$ cat src/rtl/f2d_pipe_reg_pkg.sv
// Shared definitions for the WISC pipeline registers: entry-state encoding and
// the NOP word injected by any pipe register that has nothing valid to present.
package wisc_pipe_pkg;

    typedef enum logic [1:0] {
        EMPTY = 2'b00,
        ONE   = 2'b01,
        TWO   = 2'b10
    } pipe_state_e;

    localparam logic [15:0] PIPE_NOP_INSTR = 16'h0800;

endpackage

$ cat src/rtl/f2d_pipe_reg_if.sv
// Fetch-to-decode handshake bundle: the master side is fetch/decode,
// the slave side is the pipeline register itself.
interface f2d_pipe_reg_if #(
    parameter int INSTR_W = 16,
    parameter int PC_W    = 16
);
    logic               in_valid;
    logic               in_ready;
    logic [INSTR_W-1:0] instr_in;
    logic [PC_W-1:0]    pc_in;
    logic               err_in;
    logic               out_valid;
    logic               out_ready;
    logic [INSTR_W-1:0] instr_out;
    logic [PC_W-1:0]    pc_out;
    logic               err_out;

    modport master (
        output in_valid, instr_in, pc_in, err_in, out_ready,
        input  in_ready, out_valid, instr_out, pc_out, err_out
    );

    modport slave (
        input  in_valid, instr_in, pc_in, err_in, out_ready,
        output in_ready, out_valid, instr_out, pc_out, err_out
    );
endinterface

$ cat src/rtl/f2d_pipe_reg_pipe_entry.sv
// Width-parametrised storage entry with load enable; used for both the main
// (output-driving) entry and the skid entry of the pipe register.
module pipe_entry #(
    parameter int           W       = 1,
    parameter logic [W-1:0] RST_VAL = '0
) (
    input  logic         clk,
    input  logic         rst,
    input  logic         load_i,
    input  logic [W-1:0] d_i,
    output logic [W-1:0] q_o
);

    logic [W-1:0] data_q;

    // Entry storage: captures d_i when load_i is high, reset value on rst low.
    always_ff @(posedge clk or negedge rst) begin
        if (!rst) begin
            data_q <= RST_VAL;
        end else if (load_i) begin
            data_q <= d_i;
        end
    end

    assign q_o = data_q;

endmodule

$ cat src/rtl/f2d_pipe_reg.sv
// Fetch-to-decode pipeline register with valid/ready handshake, 2-entry skid
// buffer, flush and NOP injection. Optional stall counter: F2D_STALL_CNT_EN.
module f2d_pipe_reg
    import wisc_pipe_pkg::*;
#(
    parameter int                 INSTR_W   = 16,
    parameter int                 PC_W      = 16,
    parameter logic [INSTR_W-1:0] NOP_INSTR = INSTR_W'(PIPE_NOP_INSTR),
    parameter int                 CNT_W     = 16
) (
    input  logic               clk,
    input  logic               rst,
    input  logic               flush,
    f2d_pipe_reg_if.slave      bus
`ifdef F2D_STALL_CNT_EN
    ,
    output logic [CNT_W-1:0]   stall_cnt
`endif
);

    localparam int ENT_W = INSTR_W + PC_W + 1;
    localparam logic [ENT_W-1:0] MAIN_RST = {NOP_INSTR, {PC_W{1'b0}}, 1'b0};

    pipe_state_e      state_q, state_d;
    logic             in_ready_q, out_valid_q;
    logic             accept_s, consume_s;
    logic             main_load_s, skid_load_s;
    logic [ENT_W-1:0] main_d, main_q, skid_q;
    logic [ENT_W-1:0] in_ent_s, empty_ent_s;

    assign accept_s    = bus.in_valid & in_ready_q;
    assign consume_s   = out_valid_q & bus.out_ready;
    assign in_ent_s    = {bus.instr_in, bus.pc_in, bus.err_in};
    // An empty main entry shows NOP with no error but keeps the last PC.
    assign empty_ent_s = {NOP_INSTR, main_q[PC_W:1], 1'b0};

    pipe_entry #(.W(ENT_W), .RST_VAL(MAIN_RST)) u_main (
        .clk    (clk),
        .rst    (rst),
        .load_i (main_load_s),
        .d_i    (main_d),
        .q_o    (main_q)
    );

    pipe_entry #(.W(ENT_W), .RST_VAL({ENT_W{1'b0}})) u_skid (
        .clk    (clk),
        .rst    (rst),
        .load_i (skid_load_s),
        .d_i    (in_ent_s),
        .q_o    (skid_q)
    );

    // Next-state and entry-load decode; flush overrides every other event.
    always_comb begin
        state_d     = state_q;
        main_load_s = 1'b0;
        skid_load_s = 1'b0;
        main_d      = in_ent_s;
        if (flush) begin
            state_d     = EMPTY;
            main_load_s = 1'b1;
            main_d      = empty_ent_s;
        end else begin
            case (state_q)
                EMPTY: begin
                    if (accept_s) begin
                        state_d     = ONE;
                        main_load_s = 1'b1;
                    end else begin
                        state_d = EMPTY;
                    end
                end
                ONE: begin
                    if (accept_s && consume_s) begin
                        main_load_s = 1'b1;
                    end else if (accept_s) begin
                        state_d     = TWO;
                        skid_load_s = 1'b1;
                    end else if (consume_s) begin
                        state_d     = EMPTY;
                        main_load_s = 1'b1;
                        main_d      = empty_ent_s;
                    end else begin
                        state_d = ONE;
                    end
                end
                TWO: begin
                    if (consume_s) begin
                        state_d     = ONE;
                        main_load_s = 1'b1;
                        main_d      = skid_q;
                    end else begin
                        state_d = TWO;
                    end
                end
                default: begin
                    state_d     = EMPTY;
                    main_load_s = 1'b1;
                    main_d      = empty_ent_s;
                end
            endcase
        end
    end

    // State register plus registered handshake flags decoded from next state.
    always_ff @(posedge clk or negedge rst) begin
        if (!rst) begin
            state_q     <= EMPTY;
            in_ready_q  <= 1'b1;
            out_valid_q <= 1'b0;
        end else begin
            state_q     <= state_d;
            in_ready_q  <= (state_d != TWO);
            out_valid_q <= (state_d != EMPTY);
        end
    end

    assign bus.in_ready  = in_ready_q;
    assign bus.out_valid = out_valid_q;
    assign bus.instr_out = main_q[ENT_W-1 -: INSTR_W];
    assign bus.pc_out    = main_q[PC_W:1];
    assign bus.err_out   = main_q[0];

`ifdef F2D_STALL_CNT_EN
    logic [CNT_W-1:0] stall_q;

    // Saturating count of cycles where decode holds off a valid entry.
    always_ff @(posedge clk or negedge rst) begin
        if (!rst) begin
            stall_q <= {CNT_W{1'b0}};
        end else if (out_valid_q && !bus.out_ready && (stall_q != {CNT_W{1'b1}})) begin
            stall_q <= stall_q + {{(CNT_W-1){1'b0}}, 1'b1};
        end
    end

    assign stall_cnt = stall_q;
`else
    logic [CNT_W-1:0] unused_cnt_s;
    assign unused_cnt_s = {CNT_W{1'b0}};
`endif

endmodule

$ cat src/flat_wrapper.sv
// flat-port wrapper written by rule: the top's interface ports become plain ports
module f2d_pipe_reg_flat import wisc_pipe_pkg::*;
#(
    parameter int                 INSTR_W   = 16,
    parameter int                 PC_W      = 16,
    parameter logic [INSTR_W-1:0] NOP_INSTR = INSTR_W'(PIPE_NOP_INSTR),
    parameter int                 CNT_W     = 16
)
  (clk, rst, flush, bus_in_valid, bus_instr_in, bus_pc_in, bus_err_in, bus_out_ready, bus_in_ready, bus_out_valid, bus_instr_out, bus_pc_out, bus_err_out);
  f2d_pipe_reg_if #(.INSTR_W(INSTR_W), .PC_W(PC_W)) bus_i ();
  input  logic clk;
  input  logic rst;
  input  logic flush;
  input wire logic [$bits(bus_i.in_valid)-1:0] bus_in_valid;
  input wire logic [$bits(bus_i.instr_in)-1:0] bus_instr_in;
  input wire logic [$bits(bus_i.pc_in)-1:0] bus_pc_in;
  input wire logic [$bits(bus_i.err_in)-1:0] bus_err_in;
  input wire logic [$bits(bus_i.out_ready)-1:0] bus_out_ready;
  output wire logic [$bits(bus_i.in_ready)-1:0] bus_in_ready;
  output wire logic [$bits(bus_i.out_valid)-1:0] bus_out_valid;
  output wire logic [$bits(bus_i.instr_out)-1:0] bus_instr_out;
  output wire logic [$bits(bus_i.pc_out)-1:0] bus_pc_out;
  output wire logic [$bits(bus_i.err_out)-1:0] bus_err_out;
  assign bus_i.in_valid = bus_in_valid;
  assign bus_i.instr_in = bus_instr_in;
  assign bus_i.pc_in = bus_pc_in;
  assign bus_i.err_in = bus_err_in;
  assign bus_i.out_ready = bus_out_ready;
  assign bus_in_ready = bus_i.in_ready;
  assign bus_out_valid = bus_i.out_valid;
  assign bus_instr_out = bus_i.instr_out;
  assign bus_pc_out = bus_i.pc_out;
  assign bus_err_out = bus_i.err_out;
  f2d_pipe_reg #(.INSTR_W(INSTR_W), .PC_W(PC_W), .NOP_INSTR(NOP_INSTR), .CNT_W(CNT_W)) u_core (.clk(clk), .rst(rst), .flush(flush), .bus(bus_i));
endmodule
$ cat config.mk
export PLATFORM = sky130hd
export DESIGN_NAME = f2d_pipe_reg_flat
export DESIGN_NICKNAME = d
export VERILOG_FILES = /design/src/rtl/f2d_pipe_reg_pkg.sv /design/src/rtl/f2d_pipe_reg_if.sv /design/src/rtl/f2d_pipe_reg_pipe_entry.sv /design/src/rtl/f2d_pipe_reg.sv /design/src/flat_wrapper.sv
export SDC_FILE = /design/constraint.sdc
export NUM_CORES = 1
export LEC_CHECK = 0
export BUFFER_PORTS_ARGS = -buffer_cell sky130_fd_sc_hd__buf_2
export CORE_UTILIZATION = 25
export CTS_BUF_LIST = sky130_fd_sc_hd__clkbuf_16
export DETAILED_ROUTE_END_ITERATION = 16
export GPL_TIMING_DRIVEN = 0
export SLEW_MARGIN = 20
export SYNTH_ARGS = -nofsm -noshare
export SYNTH_HDL_FRONTEND = slang
export SYNTH_SLANG_ARGS = --single-unit
export TNS_END_PERCENT = 10
$ cat constraint.sdc
create_clock -name clk -period 3.5 [get_ports clk]
set_clock_uncertainty 0.1 [all_clocks]
set_input_delay 0 -clock clk [delete_from_list [all_inputs] [get_ports clk]]
set_output_delay 0 -clock clk [all_outputs]
set_load 0.02 [all_outputs]
==> run_results.csv <==
group,metric,value,unit
detailed_routing,drt-total-wl,7.96,mm
synthesis,syn_inst,246,
synthesis,syn_area,0.00326,mm2
final_layout,regArea,0.00175,mm2
final_layout,nets,404,
outcome,outcome,"finished, final reports clean",
detailed_routing,dr.pass1.iters,4,
clock_tree,clk_pin_slew,0.06,ns
setup_path,critical-path-max-stage-delay,0.40,ns
detailed_routing,via_per_inst,4.25,
detailed_routing,wire_per_inst,14.7,um
synthesis,synth_top_family_by_area,"multiplexers",
setup_path,crit_path_end_kind,"flop",
final_layout,design_area,0.00452,mm2
synthesis,yosys.area.top_type,"dfrtp_1",
die,rows,41,
die,io_pins,73,
grt,overflow,0,
synthesis,syn_nets,284,
power_and_ir_drop,p_leak,2.41,nW
place,placed_area,0.00387,mm2
timing,slew_headroom,42.0,%
die,dieArea,0.0135,mm2
grt,grt-busiest-layer,"met2",
clock_tree,cts_setup_buffers,0,
clock_tree,cts.sinks,70,
grt,use_met2,20.7,%
power_and_ir_drop,p_per_area,640,mW/mm2
synthesis,synth_compound_area_share,10.2,%
grt,first_global_vias,2419,
min_path,holdCritPathClass,"input pin to asynchronous set/reset pin",
die,core_region_area,0.0127,mm2
setup_path,reg2reg_from,"u_core.state_q[1]$_DFF_PN0_",
final_layout,multi_input_area,0.00139,mm2
setup_path,required,3.60,ns
setup_path,crit_family,"buffers and inverters",
timing,finalCritPeriodShare,53.3,%
clock_tree,cts.path.max_buffers,2,
timing,rsz0062_at_grt,"false",
job,drv_cap,0,
synthesis,synth-seq-area-share,53.8,%
clock_tree,ctsHtreeMaxLevel,3,
synthesis,synth_area_leaders,"dfrtp_1 (52%), mux2_4 (14%), mux2i_1 (9.8%)",
clock_tree,cts_root_buffer,"clkbuf_16",
timing,drv_slew,0,
setup_path,path_buf_inv,2,
clock_tree,cts-resized-gates,0,
grt,grt_pass1_wl,12.6,mm
timing,setup_viol,0,
setup_path,startpoint,"u_core.state_q[1]$_DFF_PN0_",
detailed_routing,ant_nets,0,
detailed_routing,drtIter0Drc,107,
die,die_w,116,um
detailed_routing,drc,0,
grt,antenna_found_initial,0,
timing,hold_viol,0,
timing,hold_slack,0.104,ns
final_layout,nFillCells,1278,
power_and_ir_drop,ir_drop,0.333,mV
setup_path,crit_chain,"buf_6 > nand3_1 > buf_2 > mux2i_1 > a2bb2oi_1 > nor2_1",
synthesis,synth_top_area_share,52.1,%
setup_path,crit_arrival,1.96,ns
place,dpl.hpwl,5.26,mm
synthesis,yosys.area_share.simple,7.06,%
synthesis,syn_avg_cell_area,13.3,um2
synthesis,synth_xor_area_share,0.537,%
setup_path,critical_path_class,"flop to flop",
timing,setup_tns,0,ns
final_layout,diodes,0,
clock_tree,cts_inserted_buffers,9,
place,gp_congestion,0.721,
timing,finalCriticalPeriod,1.87,ns
final_layout,area_delta_synth_final,38.5,%
clock_tree,cts_hold_buf,36,
clock_tree,cts_tree,"built",
synthesis,synth_fa_ha_area_share,0,%
synthesis,ys_warn_count,0,
clock_tree,clock_latency,0.33,ns
die,dieHeight,116,um
timing,worst_pin_slew,0.868,ns
synthesis,ys_ff_latch,70,
die,initial_core_util,25.8,%
setup_path,start_kind,"flop",
setup_path,slowest_stage,"buf_2",
grt,grtUsageTotal,12.6,%
grt,grt_max_degree,52,
synthesis,ys_types,34,
synthesis,muxShareOfSynthArea,24.7,%
setup_path,path_max_fanout,10,
detailed_routing,dr_total_vias,2310,
place,port_buffers,72,
grt,grtUsageMet1,15.6,%
timing,max_freq,536,MHz
final_layout,drive_gt1_share,39.4,%
grt,met3_usage,4.31,%
-- cells in the final DEF (no fill, tap or decap), types with 4 or more instances in the layout --
cell type	synthesis	final
buf_2	5	76
dfrtp_1	68	68
dlygate4sd3_1	0	36
mux2i_1	32	32
mux2_4	30	30
nor2_1	21	21
a2bb2oi_1	18	18
nand2_1	17	17
o21ai_0	15	15
clkbuf_16	0	9
buf_6	5	5
buf_4	3	4
clkinv_2	0	4
-- Yosys cell counts (all sizes together) --
cell type and n:
a2bb2oi 18, nand2b 1, and2 1, clkbuf 3
and3b 1, a21oi 3, o31ai 1, a221o 1
nand2 17, buf 13, nand3 2, o2bb2ai 1
and3 1, dfstp 2, nor2b 2, dfrtp 68
mux2i 32, inv 2, nor4bb 1, nor2 22
o21ai 16, a32oi 1, a22oi 1, mux2 33
a21bo 1, xnor2 2
-- routing by layer --
| metal | vias to the layer above | wire length, um |
|---|---|---|
| met5 | - | 0 |
| met4 | 0 | 95 |
| met3 | 10 | 480 |
| met2 | 69 | 3740 |
| met1 | 1115 | 3650 |
| li1 | 1116 | - |
-- power breakdown --
part	internal [W]	switching (W)
clock	0.000546	0.000340
sequential	0.00108	0.000141
combinational	0.000441	0.000344
-- logic make-up after synthesis --
logic type	count (synthesis)
AOI/OAI and AO/OA	43
DFF	70
muxes	65
buffers and inverters	18
and+or+nand+nor	48
xor gates and xnor gates	2
-- flip-flops by register name, indices dropped and copies added (netlist names) --
| name | flops |
|---|---|
| u_core.bus.in_ready | 1 |
| u_core.bus.out_valid | 1 |
| u_core.state_q | 2 |
| u_core.u_main.q_o | 33 |
| u_core.u_skid.q_o | 33 |
-- metrics by stage --
stage | instances | worst slack [ns] | total power [W] | utilization (%)
after floorplan | 246 | 1.80 | 0.00176 | -
after global placement | 490 | 1.70 | 0.00195 | 30.3
after detailed placement | 491 | 1.67 | 0.00199 | 30.5
after CTS | 543 | 1.65 | 0.00294 | 35.7
after global routing | 543 | 1.57 | 0.00306 | 35.7
final | 543 | 1.63 | 0.00289 | 35.7
-- worst paths after layout --
kind                                                      to  slack, ns  cells past startpoint
setup / recovery           u_core.u_main.q_o[21]$_DFFE_PN0P_       1.63                      6
hold / removal                 u_core.bus.in_ready$_DFF_PN1_       0.10                      2
setup reg to reg           u_core.u_main.q_o[21]$_DFFE_PN0P_       1.63                      6
hold reg to reg             u_core.u_main.q_o[8]$_DFFE_PN0P_       0.37                      2
max in group asynchronous   u_core.u_skid.q_o[3]$_DFFE_PN0P_       1.91                      3
min in group clk              u_core.bus.out_valid$_DFF_PN0_       0.12                      5
-- cell type report --
type	instances	share of cell area (%)
Tap cell	172	4.76
Clock inverter	7	1.44
Buffer	16	2.57
Inverter	2	0.166
Sequential cell	70	38.8
Timing Repair Buffer	109	16.6
Multi-Input combinational cell	158	30.6
Clock buffer	9	4.98
Power figures use the tool's default switching activity.
